==> src/rtl/mem_pkg.sv <==
// Shared definitions for the MEM stage: load/store op codes, FSM states and
// a decoder that maps an op code to its access width and signedness.
package mem_pkg;

  localparam logic [5:0] OP_LB  = 6'h20;
  localparam logic [5:0] OP_LH  = 6'h21;
  localparam logic [5:0] OP_LW  = 6'h23;
  localparam logic [5:0] OP_LBU = 6'h24;
  localparam logic [5:0] OP_LHU = 6'h25;
  localparam logic [5:0] OP_SB  = 6'h28;
  localparam logic [5:0] OP_SH  = 6'h29;
  localparam logic [5:0] OP_SW  = 6'h2B;

  typedef enum logic {IDLE, WAIT} state_t;

  typedef enum logic [1:0] {BYTE, HALF, WORD} width_t;

  typedef struct packed {
    logic   valid;
    width_t width;
    logic   is_signed;
  } op_info_t;

  function automatic op_info_t decode_op(input logic [5:0] op);
    op_info_t info;
    info.valid     = 1'b1;
    info.width     = WORD;
    info.is_signed = 1'b0;
    case (op)
      OP_LB:  begin info.width = BYTE; info.is_signed = 1'b1; end
      OP_LH:  begin info.width = HALF; info.is_signed = 1'b1; end
      OP_LW:  info.width = WORD;
      OP_LBU: info.width = BYTE;
      OP_LHU: info.width = HALF;
      OP_SB:  info.width = BYTE;
      OP_SH:  info.width = HALF;
      OP_SW:  info.width = WORD;
      default: info.valid = 1'b0;
    endcase
    return info;
  endfunction

endpackage

==> src/rtl/mem_align.sv <==
// Big-endian lane steering: byte enables and replicated store data on the way
// out, lane selection and sign/zero extension of load data on the way back.
module mem_align
  import mem_pkg::*;
(
  input  logic [5:0]  op,
  input  logic [1:0]  addr_lo,
  input  logic [31:0] store_data,
  input  logic [31:0] rdata,
  output logic [3:0]  be,
  output logic [31:0] wdata,
  output logic [31:0] load_data,
  output logic        misaligned,
  output logic        illegal
);

  op_info_t    info;
  logic [7:0]  byte_sel;
  logic [15:0] half_sel;

  assign info = decode_op(op);

  always_comb begin
    case (addr_lo)
      2'd0:    byte_sel = rdata[31:24];
      2'd1:    byte_sel = rdata[23:16];
      2'd2:    byte_sel = rdata[15:8];
      default: byte_sel = rdata[7:0];
    endcase
    half_sel = addr_lo[1] ? rdata[15:0] : rdata[31:16];

    case (info.width)
      BYTE: begin
        be        = 4'b1000 >> addr_lo;
        wdata     = {4{store_data[7:0]}};
        load_data = {{24{info.is_signed & byte_sel[7]}}, byte_sel};
      end
      HALF: begin
        be        = addr_lo[1] ? 4'b0011 : 4'b1100;
        wdata     = {2{store_data[15:0]}};
        load_data = {{16{info.is_signed & half_sel[15]}}, half_sel};
      end
      default: begin
        be        = 4'b1111;
        wdata     = store_data;
        load_data = rdata;
      end
    endcase

    // An undecodable op has no meaningful width, so only illegal is reported.
    misaligned = info.valid &&
                 (((info.width == HALF) && addr_lo[0]) ||
                  ((info.width == WORD) && (addr_lo != 2'b00)));
    illegal    = !info.valid;
  end

endmodule

==> src/rtl/mem_stage.sv <==
// MIPS MEM stage: runs loads/stores over a req/ack port, stalls upstream while
// an access is outstanding, and registers the MEM/WB pipeline fields.
module mem_stage
  import mem_pkg::*;
#(
  parameter int TIMEOUT_CYCLES = 255
) (
  input  logic        CLK,
  input  logic        RESET,
  input  logic [31:0] Instr1_IN,
  input  logic [31:0] Instr1_PC_IN,
  input  logic [31:0] ALU_result1_IN,
  input  logic [4:0]  WriteRegister1_IN,
  input  logic [31:0] MemWriteData1_IN,
  input  logic        RegWrite1_IN,
  input  logic [5:0]  ALU_Control1_IN,
  input  logic        MemRead1_IN,
  input  logic        MemWrite1_IN,
  output logic        dmem_req,
  output logic        dmem_we,
  output logic [31:0] dmem_addr,
  output logic [3:0]  dmem_be,
  output logic [31:0] dmem_wdata,
  input  logic [31:0] dmem_rdata,
  input  logic        dmem_ack,
  output logic        Stall_OUT,
  output logic [31:0] Instr1_OUT,
  output logic [31:0] Instr1_PC_OUT,
  output logic [31:0] WriteData1_OUT,
  output logic [4:0]  WriteRegister1_OUT,
  output logic        RegWrite1_OUT,
  output logic        MemErr1_OUT
);

  localparam int              CNT_W   = $clog2(TIMEOUT_CYCLES + 1);
  localparam logic [CNT_W-1:0] CNT_MAX = CNT_W'(TIMEOUT_CYCLES);

  state_t          state;
  logic [CNT_W-1:0] cnt;
  logic [31:0]     lat_addr, lat_sdata, lat_instr, lat_pc;
  logic [5:0]      lat_op;
  logic [4:0]      lat_wreg;
  logic            lat_we, lat_regwrite;

  logic        in_wait, mem_op, access_err, legal_req, timeout, retire_err;
  logic        is_mem, complete, misaligned, illegal;
  logic [3:0]  be;
  logic [31:0] wdata, load_data;
  logic [5:0]  cur_op;
  logic [31:0] cur_addr, cur_sdata, src_instr, src_pc;
  logic [4:0]  src_wreg;
  logic        src_regwrite;

  // While waiting, the bus and the retiring instruction come from the latched copy.
  assign in_wait      = (state == WAIT);
  assign cur_op       = in_wait ? lat_op       : ALU_Control1_IN;
  assign cur_addr     = in_wait ? lat_addr     : ALU_result1_IN;
  assign cur_sdata    = in_wait ? lat_sdata    : MemWriteData1_IN;
  assign src_instr    = in_wait ? lat_instr    : Instr1_IN;
  assign src_pc       = in_wait ? lat_pc       : Instr1_PC_IN;
  assign src_wreg     = in_wait ? lat_wreg     : WriteRegister1_IN;
  assign src_regwrite = in_wait ? lat_regwrite : RegWrite1_IN;

  mem_align u_align (
    .op         (cur_op),
    .addr_lo    (cur_addr[1:0]),
    .store_data (cur_sdata),
    .rdata      (dmem_rdata),
    .be         (be),
    .wdata      (wdata),
    .load_data  (load_data),
    .misaligned (misaligned),
    .illegal    (illegal)
  );

  assign mem_op     = MemRead1_IN | MemWrite1_IN;
  assign access_err = mem_op & (illegal | misaligned | (MemRead1_IN & MemWrite1_IN));
  assign legal_req  = !in_wait & mem_op & !access_err;
  assign timeout    = in_wait & (cnt == CNT_MAX);
  assign retire_err = (!in_wait & access_err) | timeout;
  assign is_mem     = in_wait | mem_op;

  assign dmem_req   = legal_req | (in_wait & !timeout);
  assign dmem_we    = in_wait ? lat_we : MemWrite1_IN;
  assign dmem_addr  = {cur_addr[31:2], 2'b00};
  assign dmem_be    = be;
  assign dmem_wdata = wdata;
  assign complete   = dmem_req & dmem_ack;
  assign Stall_OUT  = dmem_req & !dmem_ack;

  // A stalled edge writes a bubble so WB never sees the same instruction twice.
  always_ff @(posedge CLK) begin
    if (RESET) begin
      state              <= IDLE;
      cnt                <= '0;
      Instr1_OUT         <= '0;
      Instr1_PC_OUT      <= '0;
      WriteData1_OUT     <= '0;
      WriteRegister1_OUT <= '0;
      RegWrite1_OUT      <= 1'b0;
      MemErr1_OUT        <= 1'b0;
    end else begin
      if (Stall_OUT) begin
        RegWrite1_OUT <= 1'b0;
        Instr1_OUT    <= '0;
        MemErr1_OUT   <= 1'b0;
      end else begin
        Instr1_OUT         <= src_instr;
        Instr1_PC_OUT      <= src_pc;
        WriteRegister1_OUT <= src_wreg;
        MemErr1_OUT        <= retire_err;
        RegWrite1_OUT      <= src_regwrite & !retire_err & !(is_mem & dmem_we);
        WriteData1_OUT     <= (complete & !dmem_we) ? load_data : cur_addr;
      end

      case (state)
        IDLE: begin
          if (legal_req && !dmem_ack) begin
            state        <= WAIT;
            cnt          <= CNT_W'(1);
            lat_addr     <= ALU_result1_IN;
            lat_sdata    <= MemWriteData1_IN;
            lat_op       <= ALU_Control1_IN;
            lat_we       <= MemWrite1_IN;
            lat_regwrite <= RegWrite1_IN;
            lat_wreg     <= WriteRegister1_IN;
            lat_instr    <= Instr1_IN;
            lat_pc       <= Instr1_PC_IN;
          end
        end
        WAIT: begin
          if (dmem_ack || timeout) state <= IDLE;
          else cnt <= cnt + CNT_W'(1);
        end
        default: state <= IDLE;
      endcase
    end
  end

endmodule

==> config.mk <==
export PLATFORM = sky130hd
export DESIGN_NAME = mem_stage
export DESIGN_NICKNAME = d
export VERILOG_FILES = /design/src/rtl/mem_pkg.sv /design/src/rtl/mem_align.sv /design/src/rtl/mem_stage.sv
export SDC_FILE = /design/constraint.sdc
export NUM_CORES = 1
export LEC_CHECK = 0
export CORE_MARGIN = 4
export CORE_UTILIZATION = 45
export CTS_BUF_LIST = sky130_fd_sc_hd__clkbuf_8 sky130_fd_sc_hd__clkbuf_16
export DETAILED_ROUTE_END_ITERATION = 7
export GPL_TIMING_DRIVEN = 0
export PLACE_DENSITY = 0.79
export SETUP_SLACK_MARGIN = 0.05
export SLEW_MARGIN = 20
export SYNTH_ARGS = -nofsm -noshare
export SYNTH_HDL_FRONTEND = slang
export SYNTH_SLANG_ARGS = --single-unit
==> constraint.sdc <==
create_clock -name CLK -period 31.5 [get_ports CLK]
set_input_delay 4.725 -clock CLK [delete_from_list [all_inputs] [get_ports CLK]]
set_output_delay 4.725 -clock CLK [all_outputs]
set_load 0.01 [all_outputs]
Word-level counts from Yosys, hierarchy flattened
Cells that the tools add are included.
{ "word_totals": {"register_bits": 253, "input_bits": 177, "output_inout_bits": 174, "elab_cells": 104} }
{ "op_classes": {"addsub": 1, "eq_ne": 15, "shifts": 1, "muxes": 24, "bitwise_logic": 23, "reduce_logical": 24} }
{ "ops": {"columns": ["operator", "n"], "rows": [
  ["$mux 32", 5],
  ["$pmux 32 s2", 2],
  ["$eq 6x6->1 const B", 8],
  ["$pmux 8 s3", 1],
  ["$mux 16", 1],
  ["$mux 8", 2],
  ["$pmux 8 s2", 1],
  ["$and 1x1->1", 15],
  ["$add 8x1->8 const B", 1],
  ["$eq 8x8->1 const B", 1],
  ["$logic_not 1->1", 8],
  ["$pmux 4 s2", 1],
  ["$reduce_or 8->1", 1],
  ["$mux 1", 6],
  ["$mux 6", 1],
  ["$or 1x1->1", 6],
  ["$reduce_or 3->1", 2],
  ["$mux 5", 1],
  ["$eq 2x1->1 const B", 2],
  ["$eq 2x2->1 const B", 2],
  ["$logic_and 1x1->1", 4],
  ["$logic_not 2->1", 2],
  ["$mux 4", 1],
  ["$ne 2x2->1 const B", 2],
  ["other kinds (9)", 12]
]} }

Depth between registers and ports, before layout
Gate-level depths: netlist of run 1.
{ "logic_depth": {"depth_word": 17, "mapped_depth": 9, "ltp_nobuf": 7} }

Modules after synthesis
From an unflattened synthesis of run 1, not the netlist that was laid out.
{ "hier_totals": {"cells_unflattened": 937, "area_unflattened_um2": 11758.8} }
{ "modules_own_cells": {"columns": ["module", "instances", "cells_per_inst", "area_per_inst_um2", "seq_area_each_um2"], "rows": [
  ["mem_stage", 1, 749, 10356.2, 6476.2],
  ["mem_align", 1, 188, 1402.6, 0.0]
]} }

Least setup slack after synthesis of run 1
Ideal clock, no wire load.
{ "synth_path": {"kind": "input-to-reg", "from": "in ALU_result1_IN[1]", "to": "reg lat_addr[0], enable pin", "setup_ns": 0.814, "arrival_time_ns": 14.684, "required_ns": 30.686, "slack_ns": 16.003, "stages": 4, "path_buffers": 0, "cell_sequence": "nor3b_2 > o2111a_1 > nand2_1 > nor3_1"} }
{ "synth_between": {"elab_chain_cells": 12} }
{ "synth_lines": {"columns": ["element", "line", "rtl"], "rows": [
  ["start: declaration", "mem_stage.sv:12", "input logic [31:0] ALU_result1_IN,"],
  ["$mux 32", "mem_stage.sv:57", "assign cur_addr = in_wait ? lat_addr : ALU_result1_IN;"],
  ["$reduce_bool 2->1", "mem_align.sv:53", "((info.width == WORD) && (addr_lo != 2'b00)));"],
  ["$logic_and 1x1->1", "mem_align.sv:53", null],
  ["$logic_or 1x1->1", "mem_align.sv:52", "(((info.width == HALF) && addr_lo[0]) ||"],
  ["$logic_and 1x1->1", "mem_align.sv:51", "misaligned = info.valid &&"],
  ["$or 1x1->1 (2 in series)", "mem_stage.sv:77", "assign access_err = mem_op & (illegal | misaligned | (MemRead1_IN & MemWrite1_IN));"],
  ["$and 1x1->1", "mem_stage.sv:77", null],
  ["$logic_not 1->1", "mem_stage.sv:78", "assign legal_req = !in_wait & mem_op & !access_err;"],
  ["$and 1x1->1", "mem_stage.sv:78", null],
  ["$logic_and 1x1->1", "mem_stage.sv:118", "if (legal_req && !dmem_ack) begin"],
  ["$reduce_and 3->1 (no line)", null, null],
  ["end signal: assignment", "mem_stage.sv:121", "lat_addr <= ALU_result1_IN;"],
  ["end: declaration", "mem_stage.sv:40", "logic [31:0] lat_addr, lat_sdata, lat_instr, lat_pc;"]
]} }
No other way between the ends.
A chain may end at the register's enable or synchronous reset.

Worst setup path after layout of run 1
{ "layout_path": {"from": "in ALU_Control1_IN[2]", "to": "out dmem_wdata[29]"} }
{ "layout_between": {"elab_chain_cells": 6, "word_cells_on_any_way": 13, "cone_classes": "7 x eq/ne; 3 x mux; 3 x reduce/logical"} }
{ "layout_lines": {"columns": ["element", "line", "rtl"], "rows": [
  ["start: declaration", "mem_stage.sv:16", "input logic [5:0] ALU_Control1_IN,"],
  ["$mux 6 (*)", "mem_stage.sv:56", "assign cur_op = in_wait ? lat_op : ALU_Control1_IN;"],
  ["$eq 6x6->1", "mem_pkg.sv:29", "case (op)"],
  ["$reduce_or 3->1 (no line)", null, null],
  ["$pmux 2 s2 (*)", "mem_pkg.sv:29", null],
  ["$eq 2x1->1 / $logic_not 2->1 (equally long branches)", "mem_align.sv:32", "case (info.width)"],
  ["$pmux 32 s2 (*)", "mem_align.sv:32", null],
  ["end: declaration", "mem_stage.sv:23", "output logic [31:0] dmem_wdata,"]
]} }
Every way passes the cells marked *; elsewhere a longest branch is shown, timed or not.

==> results of run 1 <==
## synthesized netlist by cell type, types with 2 or more instances
master,n
o221ai_2,2
nor3b_2,2
a221o_1,7
nor3_1,13
a21o_1,3
nand3_1,12
buf_6,4
buf_2,20
mux2i_2,2
or3_1,2
and3_1,9
mux2i_1,89
mux2_2,48
nand4_1,2
o21ai_2,2
o22ai_1,3
a22o_1,7
o21ai_1,12
o21ai_0,76
buf_4,7
inv_1,7
clkbuf_1,23
nor2_1,65
xnor2_1,6
nor3b_1,3
buf_1,3
a222oi_1,6
dfxtp_1,112
nand2_1,103
a21oi_1,50
edfxtp_1,141
## worst reg2reg max path: cells and delay by family, from the launching register on
| family | cells | cell delay [ps] |
|---|---|---|
| buf+inv | 7 | 1300 |
| flops | 1 | 330 |
| simple gates | 3 | 700 |
## cell type report
type	instances	area (um^2)	share of cell area, %
sequential	253	6480	42.2
multi-input combinational	559	3720	24.2
timing repair buffer	363	3620	23.6
clock buffer	32	744	4.85
tap	313	392	2.55
buffer	57	295	1.92
clock inverter	17	76.3	0.497
inverter	7	26.3	0.171
## cells by family after synthesis
group / synth area share [%]
flops: 61.6
fa+ha+maj: 0.214
simple gates: 9.87
xor+xnor: 0.500
other cells: 0.0357
compound gates: 10.4
buf+inv: 3.06
mux: 14.3
## worst max path at each step
| stage | to | from | slack [ps] | cells past startpoint |
|---|---|---|---|---|
| floorplan | lat_addr[0] | ALU_result1_IN[1] | 16000 | 4 |
| global placement | lat_pc[4] | ALU_Control1_IN[0] | 10310 | 5 |
| detailed placement | dmem_wdata[29] | ALU_Control1_IN[2] | 18960 | 9 |
| CTS | dmem_wdata[29] | ALU_Control1_IN[2] | 18920 | 9 |
| global route | dmem_wdata[29] | ALU_Control1_IN[2] | 18740 | 9 |
| finish | dmem_wdata[29] | ALU_Control1_IN[2] | 18870 | 9 |
## sequential cells by signal (all words and copies together), names as in the netlist
name and flops:
in_wait 1, WriteRegister1_OUT 5, Instr1_PC_OUT 32, lat_wreg 5, cnt 8, Instr1_OUT 32
MemErr1_OUT 1, lat_op 6, RegWrite1_OUT 1, lat_instr 32, lat_we 1, WriteData1_OUT 32
lat_pc 32, lat_regwrite 1, lat_addr 32, lat_sdata 32
## routing by layer
layer,global-route usage [%],vias to the layer above,part of all wire [%]
met5,0,-,0.10
met4,5.27,6,2.3
met3,7.26,62,8.8
met2,45.3,392,49
met1,32.0,4185,40
li1,-,4003,-
## power by group
part	total, mW	switching (mW)	internal (mW)
Combinational	0.0997	0.0435	0.0562
Sequential	0.362	0.00441	0.358
Clock	0.293	0.126	0.167
==> flow_summary.yaml, run 1 <==
status:
  outcome: "finished clean"
floorplanning:
  chipHeight_um: 161
  rows: 55
  placeableCoreArea_um2: 22800
  dieWidth_um: 161
  ios: 351
  start_util_pct: 46.1
  die_area_um2: 25900
critical_path:
  worst_setup_path_end_kind: "output port"
  critPathArrivalTime_ps: 7900
  reg2reg_slack_ps: 28870
  cp_max_fo: 10
  required_ps: 26780
  reg2reg_from: "in_wait"
  critPathMaxStageDelay_ps: 620
  reg2reg_depth: 10
  cp_top_family: "buffers and inverters"
  critPathKind: "in -> out"
  path_cells: "clkdlybuf4s50_1 -> nand2_1 -> o221ai_2 -> buf_2 -> clkbuf_1 -> clkbuf_1 -> nor2_1 -> a21oi_1 -> clkdlybuf4s50_1"
  cp-start-kind: "primary input"
  critPathBufInv: 5
  rr_endpoint: "lat_instr[10]"
  slowest_stage: "clkdlybuf4s50_1"
sta:
  setup_tns_ps: 0
  rsz0062_at_grt: "false"
  post-route-period-util_pct: 40.1
  finalCriticalPeriod_ps: 12630
  worst_clock_skew_ps: 16.0
  finalMaxSlewViolations: 0
  setup_slack_ps: 18870
  fmax_ghz: 0.0792
  setup_violations: 0
  tightest_slew_ps: 794
  timing.hold.ws_ps: 450
  max_slew_margin_pct: 46.8
  finalHoldViolations: 0
route:
  drtIter0Drc: 544
  avgViaCountPerCell: 5.40
  route.detailed.drc: 0
  wl_per_cell_um: 21.7
  drtPass1Iterations: 8
  totalWireLength_um: 34800
  vias: 8648
  ant_nets: 0
power_and_ir_drop:
  finalPower_mw: 0.755
  peakVddDrop_mv: 0.0481
  power_density_nw_per_um2: 49.2
  leakagePower_nw: 5.37
synth:
  avgSynthCellArea_um2: 12.0
  synth_flop_cell: "edfxtp_1"
  synth_top_area_share_pct: 40.3
  synthTopCellsByArea: "edfxtp_1 (40%), dfxtp_1 (21%), mux2i_1 (8.5%)"
  yosysUniqueCellTypes: 65
  synth_area_um2: 10500
  ys_seq_elements: 253
  yosysWarnings: 0
  synth_edf_count: 141
  synth_top_area_cell: "edfxtp_1"
  syn_inst: 875
  synthArstFlopShare_pct: 0
  ys_seq_area_share_pct: 61.6
place:
  dp.final_hpwl_um: 26600
  port-buffer-count: 347
  gp_congestion: 0.945
  dp_cells: 1552
  pre_cts_slack_ps: 18960
  dpl_cell_area_um2: 14500
cts:
  clkSlewWorstSetupHoldPaths_ps: 60
  cts.htree.levels: 1
  clock_latency_ps: 530
  tritoncts: "yes"
  cts_max_path_buffers: 3
  cts_hold_buf: 0
  cts.sinks: 253
  cts_made_buffers: 27
  ctsResizeCount: 0
  clock-root-buffer: "clkbuf_16"
  postCtsSetupBuffers: 0
cells_and_area:
  fin_nets: 1446
  layout_commonest_cell: "clkdlybuf4s50_1"
  drive_gt1_share_pct: 12.0
  final_util_pct: 67.4
  num-fill-cells: 1783
  num_antenna_cells: 0
  final_cell_mix: "clkdlybuf4s50_1 (347), edfxtp_1 (141), dfxtp_1 (112), nand2_1 (103), mux2i_1 (89)"
  syn_to_final_growth_pct: 46.1
  finish.instance_area_um2: 15300
  final_cell_count_no_fill: 1601
global_route:
  grt_max_degree: 14
  grt_pass1_wl_um: 52600
  grt-ovfl-total: 0
  grt_usage_pct: 25.8
  grt_pass1_vias: 8874
  antenna_found_initial: 3
flow_run:
  maxCapViolCount: 0
hold_path:
  min_to: "WriteData1_OUT[29]"
  min_path_type: "reg -> reg"
  min_path_cells: 2
  hold_start: "WriteData1_OUT[29]"
(Power assumes the default switching activity.)
==> run 2, diff against run 1 <==
Clock period 31.5 ns to 12.29 ns, I/O delays scaled along.
==> run 2 against run 1 <==
  * Routed wire length shrank 0.12%
  * Critical path type unchanged
  * Largest cell class unchanged
  * Design area grew 1.0%
  * Combinational power rose to 2.6 times the previous value
  * Hold slack got worse by 2.0 ps
  * Count of clock-buffer cells in the layout grew 4
  * Clock skew shrank 1.5 ps
==> flow_summary.yaml, run 2 (synthesis gave the netlist of run 1 again) <==
global_route:
  grt_max_degree: 17
  grt_pass1_wl_um: 52200
  grt-ovfl-total: 0
  grt_pass1_vias: 8744
  grt_usage_pct: 25.6
  antenna_found_initial: 0
sta:
  fmax_ghz: 0.145
  worst_clock_skew_ps: 14.5
  setup_violations: 0
  rsz0062_at_grt: "false"
  post-route-period-util_pct: 56.2
  tightest_slew_ps: 801
  finalHoldViolations: 0
  setup_tns_ps: 0
  finalMaxSlewViolations: 0
  max_slew_margin_pct: 45.5
  finalCriticalPeriod_ps: 6900
route:
  wl_met1_um: 14000
  drtPass1Iterations: 8
  dr_wl_met3_um: 2800
  vias: 8587
  ant_nets: 0
  top_layer: "met4"
  route.detailed.drc: 0
  wl_per_cell_um: 21.8
  totalWireLength_um: 34700
  drtIter0Drc: 776
  avgViaCountPerCell: 5.38
  met2_length_um: 17100
cts:
  tritoncts: "yes"
  cts.sinks: 253
  postCtsSetupBuffers: 0
  cts_made_buffers: 27
  cts_hold_buf: 0
  ctsResizeCount: 0
  cts_max_path_buffers: 3
  cts.htree.levels: 1
  clock_latency_ps: 530
  clock-root-buffer: "clkbuf_16"
  clkSlewWorstSetupHoldPaths_ps: 60
power_and_ir_drop:
  combPwrFrac_pct: 12.6
  clockPowerShare_pct: 41.6
  p_switching_mw: 0.453
  power_density_nw_per_um2: 131
  p_int_mw: 1.58
  pwr-share-seq_pct: 45.8
  leakagePower_nw: 5.41
  swShare_pct: 22.3
  finalPower_mw: 2.03
  peakVddDrop_mv: 0.114
floorplanning:
  start_util_pct: 46.1
  dieWidth_um: 161
  placeableCoreArea_um2: 22800
  die_area_um2: 25900
  chipHeight_um: 161
  ios: 351
  rows: 55
cells_and_area:
  drive_gt1_share_pct: 12.0
  num_antenna_cells: 0
  layout_commonest_cell: "clkdlybuf4s50_1"
  num-fill-cells: 1715
  fin_nets: 1441
  syn_to_final_growth_pct: 47.5
  final_cell_mix: "clkdlybuf4s50_1 (347), edfxtp_1 (141), dfxtp_1 (112), nand2_1 (103), mux2i_1 (89)"
critical_path:
  reg2reg_from: "cnt[0]"
  required_ps: 10450
  critPathMaxStageDelay_ps: 610
  critPathKind: "in -> out"
  path_cells: "clkdlybuf4s50_1 -> nand2_1 -> o221ai_2 -> buf_2 -> clkbuf_1 -> clkbuf_1 -> nor2_1 -> a21oi_1 -> clkdlybuf4s50_1"
  reg2reg_depth: 8
  startpoint: "ALU_Control1_IN[2]"
  cp-start-kind: "primary input"
  slowest_stage: "clkdlybuf4s50_1"
  cp_top_family: "buffers and inverters"
  critPathArrivalTime_ps: 5060
  cp_max_fo: 10
  reg2reg_slack_ps: 9730
  rr_endpoint: "WriteData1_OUT[12]"
  crit_cells: 9
  worst_setup_path_end_kind: "output port"
  endpoint: "dmem_wdata[29]"
  critPathBufInv: 5
flow_run:
  maxCapViolCount: 0
status:
  outcome: "finished clean"
place:
  gp_congestion: 0.962
  port-buffer-count: 347
  dp.final_hpwl_um: 26300
hold_path:
  min_path_type: "reg -> reg"
run 2: cell count changes in the layout (fill, tap and decap cells not counted), moves of 2 or more:
cell	delta
buf_4	-9
buf_6	-5
buf_8	+8
bufinv_16	+2
clkbuf_16	+3
clkinv_1	-2
clkinv_2	-2
inv_1	-3
run 2: worst min-delay path by stage:
stage / startpoint / end / slack, ps / depth (start not counted)
2_1_floorplan: lat_instr[0] / Instr1_OUT[0] / 460 / 2
3_3_place_gp: Instr1_PC_OUT[23] / Instr1_PC_OUT[23] / 430 / 2
3_5_place_dp: WriteData1_OUT[13] / WriteData1_OUT[13] / 440 / 2
4_1_cts: WriteData1_OUT[23] / WriteData1_OUT[23] / 450 / 2
5_1_grt: WriteData1_OUT[29] / WriteData1_OUT[29] / 470 / 2
6_report: WriteData1_OUT[23] / WriteData1_OUT[23] / 450 / 2
run 2: power by group through the flow:
stage | logic [mW] | clock network, mW | registers (mW)
final | 0.257 | 0.844 | 0.929
after global routing | 0.272 | 0.895 | 0.931
after CTS | 0.257 | 0.860 | 0.928
after detailed placement | 0.255 | 0 | 0.946
after global placement | 0.250 | 0 | 0.946
after floorplan | 0.0766 | 0 | 0.957
run 2: layout make-up:
type / count / area (um^2) / share of cell area (%)
Sequential cell: 253 / 6480 / 41.8
Multi-Input combinational cell: 559 / 3730 / 24.0
Timing Repair Buffer: 358 / 3640 / 23.5
Clock buffer: 36 / 833 / 5.37
Tap cell: 313 / 392 / 2.53
Buffer: 57 / 295 / 1.90
Clock inverter: 13 / 113 / 0.726
Inverter: 7 / 26.3 / 0.169
run 2: metal layers:
metal | up-vias | track usage [%]
li1 | 3986 | -
met1 | 4152 | 32.3
met2 | 393 | 44.6
met3 | 56 | 6.29
met4 | 0 | 5.89
met5 | - | 0
run 2: worst register-to-register path, delay by kind of cell, from the launching register on:
family / cells / cell delay, ps
AOI/OAI and AO/OA: 3 / 470
adders and majority gates: 1 / 240
and+or+nand+nor: 3 / 860
buffers and inverters: 1 / 590
DFF: 1 / 350
run 2: per-stage QoR:
stage                     hold slack (ps)  setup WS [ps]  instances  utilization, %  cell area (um^2)
after CTS                             449           5490       1596            68.1             15500
after global routing                  468           5300       1596            68.1             15500
final                                 448           5390       1596            68.1             15500
after floorplan                       456           4020        876               -             10500
after global placement                434            317       1536            63.1             14400
after detailed placement              441           5500       1547            63.9             14600
